===== config.mk =====
export PLATFORM = sky130hd
export DESIGN_NAME = uart_tx_engine
export DESIGN_NICKNAME = d
export VERILOG_FILES = /design/src/rtl/uart_pkg.sv /design/src/rtl/uart_tx_fifo.sv /design/src/rtl/uart_tx_engine.sv
export SDC_FILE = /design/constraint.sdc
export NUM_CORES = 1
export LEC_CHECK = 0
export CAP_MARGIN = 20
export CORE_UTILIZATION = 55
export DETAILED_ROUTE_END_ITERATION = 6
export GPL_TIMING_DRIVEN = 0
export PLACE_DENSITY = 0.77
export SLEW_MARGIN = 10
export SYNTH_ARGS = -nofsm -noshare
export SYNTH_HDL_FRONTEND = slang
export SYNTH_SLANG_ARGS = --single-unit

===== constraint.sdc =====
create_clock -name clk -period 3.07 [get_ports clk]
set_input_delay 0.614 -clock clk [delete_from_list [all_inputs] [get_ports clk]]
set_output_delay 0.614 -clock clk [all_outputs]
set_load 0.005 [all_outputs]

===== src/rtl/uart_pkg.sv =====
// Shared types and constants for the UART transmit path.
// Imported by the TX FIFO and the TX engine.
package uart_pkg;

  typedef enum logic [1:0] {
    IDLE  = 2'd0,
    START = 2'd1,
    DATA  = 2'd2,
    STOP  = 2'd3
  } tx_state_t;

  localparam int OVERSAMPLE = 16;
  localparam int FRAME_BITS = 10;

endpackage


===== src/rtl/uart_tx_fifo.sv =====
// Synchronous first-word-fall-through FIFO that queues bytes waiting for the serialiser.
// dout always shows the head entry whenever empty is low.
module uart_tx_fifo
  import uart_pkg::*;
#(
  parameter int DEPTH = 16,
  parameter int W     = 8
) (
  input  logic                       clk,
  input  logic                       rst,
  input  logic                       push,
  input  logic                       pop,
  input  logic [W-1:0]               din,
  output logic [W-1:0]               dout,
  output logic                       full,
  output logic                       empty,
  output logic [$clog2(DEPTH+1)-1:0] count
);

  localparam int PTR_W = $clog2(DEPTH);
  localparam int CNT_W = $clog2(DEPTH + 1);

  logic [W-1:0]     mem [DEPTH];
  logic [PTR_W-1:0] wr_ptr;
  logic [PTR_W-1:0] rd_ptr;
  logic             do_push;
  logic             do_pop;

  assign do_push = push && !full;
  assign do_pop  = pop && !empty;
  assign full    = (count == CNT_W'(DEPTH));
  assign empty   = (count == '0);
  assign dout    = mem[rd_ptr];

  // NOTE: the storage array has no reset; only the pointers and count do, so an
  // empty FIFO never exposes stale entries and the array can map to plain RAM.
  always_ff @(posedge clk) begin
    if (do_push) mem[wr_ptr] <= din;
  end

  // Pointers wrap naturally because DEPTH is a power of two.
  always_ff @(posedge clk or negedge rst) begin
    if (!rst) begin
      wr_ptr <= '0;
      rd_ptr <= '0;
      count  <= '0;
    end else begin
      if (do_push) wr_ptr <= wr_ptr + PTR_W'(1);
      if (do_pop)  rd_ptr <= rd_ptr + PTR_W'(1);
      case ({do_push, do_pop})
        2'b10:   count <= count + CNT_W'(1);
        2'b01:   count <= count - CNT_W'(1);
        default: count <= count;
      endcase
    end
  end

endmodule


===== src/rtl/uart_tx_engine.sv =====
// 8N1 UART transmitter: write FIFO, 16x oversample baud divider, frame FSM and
// a registered serial output that idles high.
module uart_tx_engine
  import uart_pkg::*;
#(
  parameter int CLK_DIV    = 27,
  parameter int FIFO_DEPTH = 16,
  parameter int DATA_W     = 8
) (
  input  logic                            clk,
  input  logic                            rst,
  input  logic                            tx_wen,
  input  logic [DATA_W-1:0]               tx_din,
  output logic                            tx,
  output logic                            tx_full,
  output logic                            tx_empty,
  output logic                            tx_busy,
  output logic [$clog2(FIFO_DEPTH+1)-1:0] tx_count,
  output logic                            tx_overflow,
  input  logic                            ovf_clr
);

  localparam int DIV_W  = (CLK_DIV > 1) ? $clog2(CLK_DIV) : 1;
  localparam int IDX_W  = (DATA_W > 1) ? $clog2(DATA_W) : 1;
  localparam int TICK_W = $clog2(OVERSAMPLE);

  tx_state_t         state;
  tx_state_t         state_next;
  logic              pop;
  logic [DATA_W-1:0] fifo_dout;
  logic [DATA_W-1:0] shift_reg;
  logic [IDX_W-1:0]  bit_idx;
  logic [DIV_W-1:0]  div_cnt;
  logic [TICK_W-1:0] tick_cnt;
  logic              tick;
  logic              bit_end;

  uart_tx_fifo #(
    .DEPTH (FIFO_DEPTH),
    .W     (DATA_W)
  ) u_fifo (
    .clk   (clk),
    .rst   (rst),
    .push  (tx_wen),
    .pop   (pop),
    .din   (tx_din),
    .dout  (fifo_dout),
    .full  (tx_full),
    .empty (tx_empty),
    .count (tx_count)
  );

  assign tick    = (div_cnt == DIV_W'(CLK_DIV - 1));
  assign bit_end = tick && (tick_cnt == TICK_W'(OVERSAMPLE - 1));
  assign tx_busy = (state != IDLE);

  // NOTE: every signal assigned here gets a default first, so no path through
  // the case statement can leave it unassigned and infer a latch.
  always_comb begin
    state_next = state;
    pop        = 1'b0;
    unique case (state)
      IDLE: begin
        if (!tx_empty) begin
          pop        = 1'b1;
          state_next = START;
        end
      end
      START: begin
        if (bit_end) state_next = DATA;
      end
      DATA: begin
        if (bit_end && (bit_idx == IDX_W'(DATA_W - 1))) state_next = STOP;
      end
      STOP: begin
        if (bit_end) begin
          if (!tx_empty) begin
            pop        = 1'b1;
            state_next = START;
          end else begin
            state_next = IDLE;
          end
        end
      end
      default: state_next = IDLE;
    endcase
  end

  // NOTE: all state below uses non-blocking assignments so every flop samples
  // the values from before this edge, independent of statement order.
  always_ff @(posedge clk or negedge rst) begin
    if (!rst) begin
      state     <= IDLE;
      shift_reg <= '0;
      bit_idx   <= '0;
    end else begin
      state <= state_next;
      if (pop) begin
        shift_reg <= fifo_dout;
        bit_idx   <= '0;
      end else if ((state == DATA) && bit_end) begin
        shift_reg <= shift_reg >> 1;
        bit_idx   <= bit_idx + IDX_W'(1);
      end
    end
  end

  // Timing restarts at every frame so each bit is exactly OVERSAMPLE*CLK_DIV clocks.
  always_ff @(posedge clk or negedge rst) begin
    if (!rst) begin
      div_cnt  <= '0;
      tick_cnt <= '0;
    end else if ((state == IDLE) || pop) begin
      div_cnt  <= '0;
      tick_cnt <= '0;
    end else if (tick) begin
      div_cnt  <= '0;
      tick_cnt <= tick_cnt + TICK_W'(1);
    end else begin
      div_cnt  <= div_cnt + DIV_W'(1);
    end
  end

  // The line flop follows the state/shift flops one clock later, keeping tx glitch-free.
  always_ff @(posedge clk or negedge rst) begin
    if (!rst) begin
      tx <= 1'b1;
    end else begin
      unique case (state)
        START:   tx <= 1'b0;
        DATA:    tx <= shift_reg[0];
        default: tx <= 1'b1;
      endcase
    end
  end

  // A push refused while full sets the flag even when ovf_clr is high.
  always_ff @(posedge clk or negedge rst) begin
    if (!rst) begin
      tx_overflow <= 1'b0;
    end else if (tx_wen && tx_full) begin
      tx_overflow <= 1'b1;
    end else if (ovf_clr) begin
      tx_overflow <= 1'b0;
    end
  end

endmodule


Word level (Yosys, flattened, before mapping)
Memory sizes are Yosys's and may differ from the RTL's.
Index checks and enable logic that the tools add are counted.
W data, S select, Z words.
Word-level totals
  flip-flop bits (word level): 37
  latch bits: 0
  RAM bits: 128
  memory bits (read-only): 0
  bits of input ports: 12
  output and inout port bits: 10
  word-level logic and storage cells: 71
  memories: 1
Operators by class
  $add $sub $neg: 7
  multiply operators: 0
  div/mod/pow operators: 0
  order comparisons: 0
  eq/ne operators: 13
  shifts and indexed selects: 0
  muxes and demuxes: 23
  bitwise logic cells: 0
  reduce and logical (&&, ||, !) cells: 17
Memory list
  u_fifo.mem: depth 16, width 8, read ports 1, clocked after Yosys merged registers in 0, write ports 1, RTL line uart_tx_fifo.sv:23  | logic [W-1:0] mem [DEPTH];
Operators with widths (number)
  $mux W8: 2
  $add A4 B1 Y4 const B: 3
  $add A5 B1 Y5 const B: 2
  $eq A5 B5 Y1 const B: 2
  $mux W5: 2
  $pmux W5 S2: 1
  $reduce_bool A2 Y1: 5
  $mux W2: 4
  $mux W4: 2
  $ne A2 B2 Y1 const B: 4
  $pmux W2 S4: 1
  $mux W1: 7
  $eq A2 B2 Y1 const B: 3
  $logic_and A1 B1 Y1: 6
  $mux W3: 2
  $logic_not A5 Y1: 1
  $sub A5 B1 Y5 const B: 1
  $eq A2 B1 Y1 const B: 2
  $eq A4 B4 Y1 const B: 1
  $pmux W1 S2: 2
  $reduce_and A4 Y1: 1
  $add A3 B1 Y3 const B: 1
  $eq A3 B3 Y1 const B: 1
  $logic_not A1 Y1: 2
  other kinds (2): 2

Logic depth before layout (Yosys ltp)
  depth after elaboration: 7
  mapped depth: 16
  gate-level depth less buffers: 14

Modules after synthesis
A second synthesis with hierarchy kept.
Second synthesis, totals
  cell total of the unflattened synthesis: 438
  area, all modules: 7079.3 um2
By module, submodules not included
  uart_tx_fifo: instances 1, cells each 332, area each 5779.3 um2, sequential area each 4169.0 um2
  uart_tx_engine: instances 1, cells each 106, area each 1300.0 um2, sequential area each 601.8 um2

Worst setup path before layout
Ideal clock, no wire load.
  kind: reg-to-reg
  start: register div_cnt[0]
  end: register u_fifo.count[4]
  data arrival time: 3.084 ns
  data required time: 2.990 ns
  slack: -0.094 ns
  stages on the path, launching flop included: 17
  buffers on the path: 2
  period minus slack after synthesis: 3.164 ns
  cells stage by stage: dfrtp_1 -> inv_1 -> ha_1 -> nand4b_4 -> nor3_2 -> o21ai_2 -> inv_4 -> buf_6 -> ha_1 -> clkbuf_1 -> xor2_1 -> ha_1 -> a21boi_0 -> o221ai_1 -> a21o_1 -> a21oi_1 -> xnor2_1
On the way
  word-level cells in the longest chain between the ends: 7
  elaborated cells on any way between the ends: 9
  those cells by class: eq/ne: 3; mux: 3; reduce/logical: 3
RTL lines
  start, declared: RTL line uart_tx_engine.sv:33  | logic [DIV_W-1:0] div_cnt;
  start signal, assigned: RTL line uart_tx_engine.sv:120  | div_cnt <= div_cnt + DIV_W'(1);
  $eq A5 B5 Y1 *: RTL line uart_tx_engine.sv:53  | assign tick = (div_cnt == DIV_W'(CLK_DIV - 1));
  $logic_and A1 B1 Y1 *: RTL line uart_tx_engine.sv:54  | assign bit_end = tick && (tick_cnt == TICK_W'(OVERSAMPLE - 1));
  $mux W1 *: RTL line uart_tx_engine.sv:76  | if (bit_end) begin
  $pmux W1 S2 *: RTL line uart_tx_engine.sv:62  | unique case (state)
  $logic_and A1 B1 Y1 *: RTL line uart_tx_fifo.sv:30  | assign do_pop = pop && !empty;
  named net u_fifo.do_pop: RTL line uart_tx_fifo.sv:27  | logic do_pop;
  $eq A2 B1 Y1 / $eq A2 B2 Y1 (equally long branches): RTL line uart_tx_fifo.sv:50  | case ({do_push, do_pop})
  $pmux W5 S2 / $reduce_bool A2 Y1 (equally long branches)
  end signal, assigned: RTL line uart_tx_fifo.sv:51  | 2'b10: count <= count + CNT_W'(1);
  end signal, assigned: RTL line uart_tx_fifo.sv:52  | 2'b01: count <= count - CNT_W'(1);
  end signal, assigned: RTL line uart_tx_fifo.sv:53  | default: count <= count;
  end, declared: RTL line uart_tx_fifo.sv:17  | output logic [$clog2(DEPTH+1)-1:0] count
Mark *: on every way through the listed nets, which the timed path passes. The rest lies on a longest branch.
A chain may end at the register's enable or synchronous reset.

Final worst setup path
  start: register div_cnt[0]
  end: register u_fifo.count[4]
On the way
  word-level cells in the longest chain between the ends: 7
  elaborated cells on any way between the ends: 9
  those cells by class: eq/ne: 3; mux: 3; reduce/logical: 3
RTL lines (RTL line)
  $eq A5 B5 Y1 *: uart_tx_engine.sv:53
  $logic_and A1 B1 Y1 *: uart_tx_engine.sv:54
  $mux W1 *: uart_tx_engine.sv:76
  $pmux W1 S2 *: uart_tx_engine.sv:62
  $logic_and A1 B1 Y1 *: uart_tx_fifo.sv:30
  $eq A2 B1 Y1 / $eq A2 B2 Y1 (equally long branches): uart_tx_fifo.sv:50
  $pmux W5 S2 / $reduce_bool A2 Y1 (equally long branches)
Mark *: on every way between the ends. The rest lies on a longest branch, timed or not.

==> impl_results.md <==
* Share of layout cells above drive strength 1 at 0.229
* Status: complete, no violations
* Num rows at 40
* Synth Flop Type: edfxtp_1
* Seq cells post-synth at 165
* TritonCTS sink count at 165
* Core Area at 0.0122 mm^2
* Vias/cell at between 5 and 6
* Period minus WS final at between 2 and 3 ns
* Largest net degree at the start of global routing at 38
* VDD IR max at 0.453 mV
* CTS tree: done
* EDFF count, synth at 128
* Hold Buf Count CTS at 0
* GP Congestion at 0.792
* Required time worst endpoint at approximately 3.4 ns
* DRT iter0 DRCs at 338
* Total Routing Usage GR at 0.224
* CP max FO at 12
* Syn_nets at 450
* Place WS at -0.407 ns
* First-pass GRT wire length at 20600 um
* Clock Latency Late Sink at between 0.4 and 0.5 ns
* Measured slew at the worst slew-check pin at 0.945 ns
* Setup-failing EPs final at 0
* Port bufs at 21
* Root Buffer: clkbuf_16
* Worst path arrival time at 3.29 ns
* P_leak at about 2.9 nW
* ANT nets after route at 0
* Clock-pin slew of the registers on the worst-case setup and hold paths at 0.06 ns
* Antenna Cells at 0
* Remaining global-route overflow at 0
* Synth Area per Inst at 16.7 um^2
* Worst setup EP type: flip-flop
* Die span in x at 115 um
* R2r setup slk at around 0.12 ns
* Final worst slack at 0.121 ns
* Starting Density at 0.572
* Vias in the first global route at between 3000 and 4000
* Fin cells at 648
* Yosys warning count at 0
* Core Util, Final at 0.664
* Die Y at approximately 110 um
* Die area at ~0.013 mm^2
* CTS max path bufs at 2
* Cell count after synthesis at 419
* Critical path type: reg -> reg
* CTS Buf Count at 17
* Seq/Total Area, Yosys at 0.683
* Max FFs per register at 128
* HPWL after DPL at 8570 um
* Type of origin of the critical path: flip-flop
* Hold slack at 0.281 ns
* Power, Total at 0.00557 W
* Fin crit share at 0.961
* Fmax at 0.339 GHz
* Via count at 3760
* Drt total wl at 13100 um
* Worst-case clock skew at 0.00716 ns
* Syn Std Cell Area at 0.00698 mm^2
* Layout Area Growth over Synthesis at 16.1%
* Fillers at 822
* # H-tree levels at 4
* DRC viols at 0
* Post-synthesis async set-or-reset flop share at 0.224
* Mean routed wirelength per cell at slightly above 20 um
* Cell variety after synth at 50
* # Max-Cap Violations at 0
* Max_slew headroom at 0.365
* Initial antenna violation count at 0
* Pins Over Slew Limit at 0
* DRT Pass-1 Iters at 5
* Final nets at approximately 500
* # placed instances at 610
* PwrDens at about 690 mW/mm^2
* HP Class: in -> async
* Top Ports at 22
* Final hold violation count at 0
-- worst max-delay path, stage by stage (launching register included) --
cell	delay, ns
dfrtp_1	0.39
inv_1	0.07
ha_2	0.20
nand4b_4	0.13
nor3_4	0.25
o21ai_4	0.11
inv_6	0.13
ha_2	0.21
clkbuf_8	0.17
xor2_1	0.16
ha_2	0.22
a21boi_2	0.17
o221ai_1	0.15
a21o_1	0.20
a21oi_1	0.17
xnor2_1	0.13
-- cell type report --
cell class | count | area, um^2 | area share
Buffer | 18 | 105 | 0.0130
Clock buffer | 18 | 429 | 0.0530
Clock inverter | 13 | 156 | 0.0193
Inverter | 14 | 57.6 | 0.00710
Multi-Input combinational cell | 219 | 2080 | 0.257
Sequential cell | 165 | 4770 | 0.589
Tap cell | 168 | 210 | 0.0259
Timing Repair Buffer | 33 | 290 | 0.0358
-- worst paths after layout --
check,from,endpoint,cells past startpoint
hold / removal,rst,tx_overflow$_DFFE_PN0P_,1
max in group asynchronous,rst,tick_cnt[1]$_DFFE_PN0P_,1
setup reg to reg,div_cnt[0]$_DFF_PN0_,u_fifo.count[4]$_DFFE_PN0P_,15
hold reg to reg,div_cnt[0]$_DFF_PN0_,div_cnt[0]$_DFF_PN0_,1
setup / recovery,div_cnt[0]$_DFF_PN0_,u_fifo.count[4]$_DFFE_PN0P_,15
min in group clk,div_cnt[0]$_DFF_PN0_,div_cnt[0]$_DFF_PN0_,1
-- timing repair --
item / in CTS / in global routing
pin swaps: 3 / 2
buffers inserted: 7 / 3
setup endpoints to repair: 2 / 1
gates resized for setup: 10 / 3
-- routing by layer --
metal  part of all wire  up-vias  GRT usage
li1                   -     1687          -
met1               0.40     1917      0.300
met2               0.51      139      0.359
met3              0.063       17     0.0487
met4              0.018        0     0.0996
met5                  0        -          0
-- Yosys cell counts, drive strengths merged (2+ instances only) --
cell type | number | share of area
ha | 19 | 0.034
o211ai | 8 | 0.011
nor2 | 25 | 0.013
edfxtp | 128 | 0.55
nand2 | 44 | 0.024
and2 | 3 | 0.0029
xor2 | 8 | 0.010
a211oi | 3 | 0.0057
mux4 | 32 | 0.10
nor2b | 3 | 0.0027
nand2b | 3 | 0.0027
inv | 14 | 0.0079
a22oi | 15 | 0.016
o31ai | 2 | 0.0022
a21oi | 3 | 0.0027
o21ai | 4 | 0.0034
buf | 12 | 0.012
nand3 | 5 | 0.0036
mux2i | 4 | 0.0057
nor3 | 10 | 0.011
mux2 | 2 | 0.0032
clkbuf | 9 | 0.0048
nand4 | 3 | 0.0027
xnor2 | 11 | 0.014
a22o | 2 | 0.0027
a21o | 2 | 0.0023
dfrtp | 36 | 0.13
-- cells by family after synthesis --
family / synth area share
AOI/OAI and AO/OA: 0.0514
xor gates and xnor gates: 0.0238
adders and majority gates: 0.0341
buffers and inverters: 0.0244
DFF: 0.683
muxes: 0.112
and+or+nand+nor: 0.0706
-- cells in the final DEF, fill, tap and decap left out, types with 4 or more instances in the layout --
cell type          n
inv_1             13
nand2_1           43
ha_1              16
xor2_1             8
dfrtp_1           36
buf_2              7
clkinvlp_4         5
nor3_2             6
xnor2_1           11
mux2i_1            4
o211ai_1           5
nor2_1            25
clkbuf_1           8
buf_4             12
mux4_2            32
nand3_1            5
a22oi_1           15
edfxtp_1         128
clkdlybuf4s50_1   20
clkbuf_16         17
-- report_power, final --
| group | leakage, nW | internal [W] | total (W) | switching [W] |
|---|---|---|---|---|
| clock network | 0.268 | 0.00127 | 0.00210 | 0.000832 |
| logic | 1.04 | 0.000300 | 0.000723 | 0.000423 |
| registers | 1.60 | 0.00265 | 0.00274 | 0.0000924 |
-- stage by stage --
step                setup TNS (ns)  instance area (um^2)
floorplan                        0                  6980
global placement            -0.282                  7400
detailed placement          -0.486                  7410
CTS                              0                  8090
global route              -0.00113                  8100
finish                           0                  8100
Power figures use the tool's default switching activity.
